--- config.mk ---
export PLATFORM = sky130hd
export DESIGN_NAME = code_hold_ctrl
export DESIGN_NICKNAME = d
export VERILOG_FILES = /design/src/rtl/code_hold_ctrl.sv
export SDC_FILE = /design/constraint.sdc
export NUM_CORES = 1
export LEC_CHECK = 0
export BUFFER_PORTS_ARGS = -buffer_cell sky130_fd_sc_hd__buf_4
export CORE_UTILIZATION = 55
export CTS_CLUSTER_DIAMETER = 40
export DETAILED_ROUTE_END_ITERATION = 6
export GPL_ROUTABILITY_DRIVEN = 0
export PLACE_DENSITY = 0.87
export SETUP_SLACK_MARGIN = 0.05
export SLEW_MARGIN = 20
export SYNTH_ARGS = -nofsm -noshare
export SYNTH_HDL_FRONTEND = slang
export SYNTH_SLANG_ARGS = --single-unit
--- constraint.sdc ---
create_clock -name clk -period 4.8 [get_ports clk]
set_input_delay 0 -clock clk [delete_from_list [all_inputs] [get_ports clk]]
set_output_delay 0 -clock clk [all_outputs]
set_load 0.03 [all_outputs]
--- src/rtl/code_hold_ctrl.sv ---
// Tick-triggered code hold stage: captures data_in on tick and presents it on
// data_out for HOLD_CYCLES+1 cycles, with retrigger, track and abort options.
module code_hold_ctrl #(
    parameter int unsigned      WIDTH       = 8,
    parameter int unsigned      HOLD_CYCLES = 5000000,
    parameter int unsigned      CNT_W       = 23,
    parameter int unsigned      RETRIGGER   = 1,
    parameter int unsigned      TRACK       = 1,
    parameter logic [WIDTH-1:0] IDLE_VALUE  = '0
) (
    input  logic             clk,
    input  logic             reset,
    input  logic             tick,
    input  logic             abort,
    input  logic [WIDTH-1:0] data_in,
    output logic [WIDTH-1:0] data_out,
    output logic             active,
    output logic             done
);

    if (HOLD_CYCLES == 0 ||
        longint'(HOLD_CYCLES) > ((longint'(1) << CNT_W) - 1)) begin : g_bad_hold
        $error("code_hold_ctrl: HOLD_CYCLES must be in 1 .. 2**CNT_W-1");
    end

    localparam logic [CNT_W-1:0] HOLD_LOAD = CNT_W'(HOLD_CYCLES);
    localparam logic [CNT_W-1:0] CNT_ONE   = {{(CNT_W-1){1'b0}}, 1'b1};

    typedef enum logic {
        IDLE,
        HOLD
    } state_t;

    state_t           state, state_n;
    logic [CNT_W-1:0] cnt, cnt_n;
    logic [WIDTH-1:0] data_n;
    logic             done_n;

    always_ff @(posedge clk or negedge reset) begin
        if (!reset) begin
            state    <= IDLE;
            cnt      <= '0;
            data_out <= IDLE_VALUE;
            done     <= 1'b0;
        end else begin
            state    <= state_n;
            cnt      <= cnt_n;
            data_out <= data_n;
            done     <= done_n;
        end
    end

    // Priority is abort > tick > counting; a retrigger on the cnt==0 cycle
    // pre-empts expiry, so no done pulse is produced for that hold.
    always_comb begin
        state_n = state;
        cnt_n   = cnt;
        data_n  = data_out;
        done_n  = 1'b0;
        unique case (state)
            IDLE: begin
                if (!abort && tick) begin
                    state_n = HOLD;
                    cnt_n   = HOLD_LOAD;
                    data_n  = data_in;
                end
            end
            HOLD: begin
                if (abort) begin
                    state_n = IDLE;
                    cnt_n   = '0;
                    data_n  = IDLE_VALUE;
                end else if (tick && (RETRIGGER != 0)) begin
                    cnt_n  = HOLD_LOAD;
                    data_n = data_in;
                end else if (cnt != '0) begin
                    cnt_n = cnt - CNT_ONE;
                    if (TRACK != 0) begin
                        data_n = data_in;
                    end
                end else begin
                    state_n = IDLE;
                    data_n  = IDLE_VALUE;
                    done_n  = 1'b1;
                end
            end
            default: begin
                state_n = IDLE;
                cnt_n   = '0;
                data_n  = IDLE_VALUE;
            end
        endcase
    end

    assign active = (state == HOLD);

endmodule

After elaboration in Yosys (flattened, before gate mapping). Index checks and enable logic that the tools add are counted.

Register bits after elaboration: 33. Bits of input ports: 12. Output and inout bits: 10. Word-level logic and storage cells: 31.

Add/subtract/negate cells: 1. Eq/ne operators: 2. Mux-type cells: 19. Bitwise operators: 1. Reduce and logical (&&, ||, !) cells: 4.

Operators by type and width (count): $mux W23 (4); $pmux W23 S2 (1); $mux W8 (4); $reduce_bool A23 Y1 (1); $sub A23 B1 Y23 const B (1); $pmux W8 S2 (1); $mux W1 (8); $ne A4 B3 Y1 const B (1); $ne A2 B2 Y1 const B (1); $pmux W1 S2 (1); $reduce_and A2 Y1 (1); $logic_and A1 B1 Y1 (1); $logic_not A1 Y1 (1); $not A1 Y1 (1).

Logic depth before layout (Yosys ltp). Gate-level depths: netlist of run 1.

Depth after elaboration: 5. Mapped depth: 8. Mapped depth without buffers: 7.

Worst setup path before layout of run 1. No wires, ideal clock.

Kind: reg2reg. Start: register cnt[0]. End: register cnt[2]. Setup time: 0.132 ns. Arrival time: 1.855 ns. Required time: 4.668 ns. Path slack: 2.813 ns. Stages on the path, launching flop included: 9. Path buffers: 1. Clock period less this slack: 1.987 ns. Cell sequence: dfrtp_1 > inv_1 > ha_1 > nor3b_4 > nand4_2 > buf_2 > o311ai_2 > xor2_1 > nor2_1.

Longest elaborated chain between the ends: 5. Elaborated cells between the ends (all ways): 8. Those cells by class: add/sub (1); eq/ne (1); mux (4); reduce/logical (2).

Ends and longest elaborated chain: start, declared (RTL line 35) `logic [CNT_W-1:0] cnt, cnt_n;`; start signal, assigned (RTL line 47) `cnt <= cnt_n;`; $sub A23 B1 Y23 (RTL line 77) `cnt_n = cnt - CNT_ONE;`; $mux W23 (RTL line 76) `end else if (cnt != '0) begin`; $mux W23 (RTL line 73) `end else if (tick && (RETRIGGER != 0)) begin`; $mux W23 (RTL line 69) `if (abort) begin`; $pmux W23 S2 (RTL line 60) `unique case (state)`.

Parallel ways exist; a longest one is shown, timed or not. The select of a mux whose other input is x is not followed. A chain may end at the register's enable or synchronous reset.

Final worst setup path of run 1.
Start: register cnt[0]. End: register cnt[15].

Same word-level chain as after synthesis.

==> flow_summary.ini, run 1 <==
[clock_network]
clkSinkCount = 33
cts_setup_buffers = 0
cts_tree = built
cts_root_buf = clkbuf_4
clkSlewWorstSetupHoldPaths_ps = 110
htreeDepth = 2
clock_latency_ps = 340
cts_buffers = 5
clockBufferDepth = 2
cts_resized = 0

[cells_and_area]
multi_input_area_sq_um = 1000
n_antenna_cell = 0
regArea_sq_um = 826
area_delta_synth_final_pct = 19.8
drive_above_1_share_pct = 23.0
fillers = 233
nets = 229

[run_status]
status = finished clean

[sta]
hold_violations = 0
post-route-min-period_ps = 2560
finalSetupTns_ps = 0
tightestPinTransition_ps = 817
finalSetupViolCount = 0
drv_slew = 0
finalCritPeriodShare_pct = 53.3
rsz0062_at_grt = no
relSlewSlack_pct = 45.5
skew_ps = 13.4
max_freq_mhz = 391

[critical_path]
cp_slowest_cell = o31ai_4
crit_chain = inv_1 -> ha_1 -> nor3b_4 -> nand4_2 -> o31ai_4 -> o21ai_0 -> a21oi_1
crit_type = reg2reg
cp-end-kind = register
max_stage_delay_ps = 580
crit_fanout = 12
cp_data_required_time_ps = 5060
critPathTopFamily = compound AO/OA/AOI/OAI gates
ff2ff_path_depth = 7
cp.arrival_ps = 2820
start_kind = register
cp_num_cells = 7
cp.buffers_inverters = 1

[logic_synthesis]
yosys.cell_types.count = 57
yosysWarnings = 0
synthArstFlopShare_pct = 100
syn_area_per_cell_sq_um = 10.1
synth-edff-count = 0
ys.flop_type = dfrtp_1
synth_top_area_share_pct = 43.6
synth_top_area_cell = dfrtp_1
netlist_instances = 187
synth_seq_cells = 33
yosysSeqAreaShare_pct = 43.6
synth.area.top_cells = dfrtp_1 (44%), a22o_1 (3.7%), nor2_1 (3.2%), nand2_1 (3.0%), a21oi_1 (2.9%)
syn_area_sq_um = 1890
mappedNetlistNets = 200

[floorplanning]
rows = 20
die-area_sq_um = 3680
die_width_um = 60.7
die_h_um = 60.7
io_pins = 22
start_util_pct = 60.1
coreArea_sq_um = 3150

[drt]
viasPerCell = 6.37
route.detailed.drc = 0
wirelength_um = 4370
vias = 1662
wire_per_inst_um = 16.7
first_iter_violations = 178
ant_nets = 0
first_pass_iters = 4

[global_route]
track_usage_pct = 27.8
grt_pass1_wl_um = 7420
overflow = 0
grt_max_degree = 34
antenna_found_initial = 0
grt_pass1_vias = 1651

[pwr]
power.leakage_uw = 0.000951
total_power_uw = 835
vdd_drop_max_uv = 210
p_per_area_nw_per_um2 = 368

[min_path]
whs_path_depth = 2
hp-class = in2reg

[placed_design]
hpwl_um = 3070
port_buffers = 21

[flow_run]
maxCapViolCount = 0
[layer usage]
metal	routed length [um]	track usage [%]
met2	2160	45.4
met4	87	15.6
met1	1800	34.8
met5	0	0
met3	318	5.54
[sequential cells by signal, indices dropped and copies added, names as in the netlist]
register  count
done          1
active        1
cnt          23
data_out      8
[report_power, final]
group          switching (uW)  internal (uW)
logic                     124           92.4
registers                50.2            311
clock network            96.5            161
[cell families after synthesis]
kind of cell / count (synthesis) / synth area share [%]
AO/OA/AOI/OAI: 58 / 25.3
multiplexers: 1 / 0.528
AND/OR/NAND/NOR: 75 / 25.0
adder cells (fa/ha/maj): 1 / 0.660
buffers and inverters: 16 / 3.50
XOR/XNOR: 3 / 1.39
flip-flops: 33 / 43.6
[layout make-up]
class	instances	area share (%)
Sequential cell	33	36.4
Tap cell	44	2.43
Clock buffer	5	1.65
Clock inverter	3	2.87
Timing Repair Buffer	31	11.4
Multi-Input combinational cell	138	44.2
Inverter	7	1.16
[stage by stage]
stage,std cells,util (%),setup WS (ps),hold WS [ps],instance area (sq um)
finish,261,72.0,2240,29.9,2270
global route,261,72.0,2050,12.8,2270
CTS,261,72.0,2260,18.5,2270
detailed placement,243,65.6,2270,-34.8,2070
global placement,243,65.6,2500,-44.3,2070
floorplan,187,-,2810,-296,1890
[final timing paths]
path / endpoint / slack, ps / startpoint
hold reg to reg: data_out[2]$_DFFE_PN0P_ / 520 / data_out[2]$_DFFE_PN0P_
hold / removal: cnt[22]$_DFFE_PN0P_ / 30 / abort
setup reg to reg: cnt[15]$_DFFE_PN0P_ / 2240 / cnt[0]$_DFFE_PN0P_
max in group asynchronous: data_out[2]$_DFFE_PN0P_ / 4370 / reset
min in group asynchronous: cnt[15]$_DFFE_PN0P_ / 120 / reset
setup / recovery: cnt[15]$_DFFE_PN0P_ / 2240 / cnt[0]$_DFFE_PN0P_
[cells in the final DEF (no fill, tap or decap), types with 2 or more instances in the layout]
cell type and instances:
buf_4 21, o31ai_1 3, a22o_1 8, or3_1 4, or4_4 2, nand3_1 7, o211ai_1 6, dlygate4sd3_1 10
a31o_2 2, inv_1 7, bufinv_16 2, and2_1 2, o311ai_2 3, nor4_4 2, xor2_1 3, nand2_1 15
nor3_1 5, dfrtp_1 33, nand4_1 2, nor2_1 16, nor4_1 2, nand3b_1 2, a21oi_1 11, clkbuf_4 5
nor3_2 2, o21ai_0 4, o311ai_1 4, nand2b_1 3
[synthesized netlist by cell type (4+ instances only)]
master	count
nor3_1	5
nor2_1	16
o311ai_1	4
a21oi_1	11
a22o_1	8
nand2_1	15
nand3_1	7
or3_1	4
o211ai_1	6
o21ai_0	4
dfrtp_1	33
buf_2	5
inv_1	7
[timing repair]
action                                  CTS  global route
hold buffers                             10             0
endpoints found under the setup margin    0             0
endpoints found under the hold margin    44             0
(Power assumes the default switching activity.)
==> run 2, diff against run 1 <==
Clock period 4.8 ns to 2.5 ns, I/O delays scaled along.
==> run 2 against run 1 <==
Against the previous run: via count increased by 2.6%; routed wire length increased by 6.8%; critical path depth unchanged; die area unchanged; flip-flop and latch count unchanged.
==> flow_summary.ini, run 2 (synthesis gave the netlist of run 1 again) <==
[clock_network]
cts_root_buf = clkbuf_4
clkSinkCount = 33
cts_setup_buffers = 0
cts_buffers = 5
clkSlewWorstSetupHoldPaths_ps = 100
cts_tree = built
htreeDepth = 2
clock_latency_ps = 340
clockBufferDepth = 2

[sta]
post-route-min-period_ps = 2270
max_freq_mhz = 441
hold_violations = 0
finalCritPeriodShare_pct = 90.8
drv_slew = 0
finalSetupTns_ps = 0
rsz0062_at_grt = no
skew_ps = 9.13
hold_ws_ps = 49.7
layout_setup_ws_ps = 230
finalSetupViolCount = 0
tightestPinTransition_ps = 544
relSlewSlack_pct = 63.5

[critical_path]
crit_fanout = 12
crit_chain = inv_1 -> ha_1 -> nor3b_4 -> nand4_2 -> o31ai_4 -> o21ai_0 -> a21oi_1
cp_slowest_cell = o31ai_4
cp.arrival_ps = 2530
crit_type = reg2reg
start_kind = register
cp-end-kind = register
critPathLaunch = cnt[0]$_DFFE_PN0P_
reg2reg_from = cnt[0]$_DFFE_PN0P_
cp_data_required_time_ps = 2760
max_stage_delay_ps = 580

[drt]
first_pass_iters = 4
route.detailed.drc = 0
viasPerCell = 6.43
ant_nets = 0
wire_per_inst_um = 17.6
vias = 1705
first_iter_violations = 148
wl_met2_um = 2330
wirelength_um = 4660
dr.max_layer_used = met4
route.met3.wl_um = 437
wl_met1_um = 1790

[global_route]
grt_max_degree = 34
overflow = 0
grt_pass1_vias = 1665
antenna_found_initial = 0
grt_pass1_wl_um = 7620
track_usage_pct = 28.8

[pwr]
vdd_drop_max_uv = 403
power.leakage_uw = 0.000942
p_per_area_nw_per_um2 = 631

[floorplanning]
rows = 20
die_h_um = 60.7
die_width_um = 60.7
die-area_sq_um = 3680
io_pins = 22
coreArea_sq_um = 3150
start_util_pct = 60.1

[cells_and_area]
largest_reg_flops = 23
regMostFlops = cnt
drive_above_1_share_pct = 23.1
layout_common_cells = dfrtp_1 (33), buf_4 (25), nor2_1 (16), nand2_1 (15), a21oi_1 (11)
area_delta_synth_final_pct = 18.6
n_antenna_cell = 0
largestRegisters = cnt x23, data_out x8
nets = 233
layout_commonest_cell = dfrtp_1
final_cells = 265

[placed_design]
hpwl_um = 3310
dp_slack_ps = 285
dp_cells = 247
port_buffers = 21

[min_path]
hold_start = abort
hp-class = in2reg

[run_status]
status = finished clean

[flow_run]
maxCapViolCount = 0
run 2: changes by cell type in the layout (fill, tap and decap cells not counted), sizes merged:
cell / before / now
buf: 21 / 25
clkbuf: 5 / 8
bufinv: 2 / 0
clkinv: 1 / 0
run 2: final timing paths:
path | cells past startpoint | slack [ps] | to
max | 7 | 230 | cnt[13]$_DFFE_PN0P_
min | 2 | 50 | cnt[22]$_DFFE_PN0P_
max reg2reg | 7 | 230 | cnt[13]$_DFFE_PN0P_
min reg2reg | 1 | 510 | data_out[5]$_DFFE_PN0P_
max in group asynchronous | 2 | 2070 | data_out[1]$_DFFE_PN0P_
min in group asynchronous | 2 | 120 | cnt[9]$_DFFE_PN0P_
run 2: area by class of cell:
type	count	area, sq um
inverters	7	26.3
flip-flops and latches	33	826
fillers	245	907
repair buffers	35	288
multi-input cells	138	1000
well taps	44	55.1
clock buffers	8	48.8
run 2: critical path: cells and delay by family, from the launching register on:
kind,cells,cell delay [ps]
compound gates,3,920
flops,1,450
buf+inv,1,80
simple gates,2,570
fa+ha+maj,1,180
run 2: power by group:
part	internal, uW	switching (uW)	total, uW
Clock	112	171	283
Sequential	597	86.3	683
Combinational	196	254	450
run 2: metrics by stage:
stage          power (uW)  util, %  instance area (sq um)
2_1_floorplan         978        -                   1890
3_3_place_gp         1100     66.5                   2100
3_5_place_dp         1120     66.5                   2100
4_1_cts              1420     71.2                   2250
5_1_grt              1500     71.2                   2250
6_report             1420     71.2                   2250
run 2: repair_timing:
item	CTS	global route
hold buffers	10	0
resized for setup	0	0
hold endpoints to repair	44	0
run 2: routing by layer:
layer	up-vias	GRT usage, %
met2	100	47.7
met4	0	13.6
li1	773	-
met1	818	35.5
met5	-	0
met3	14	7.04
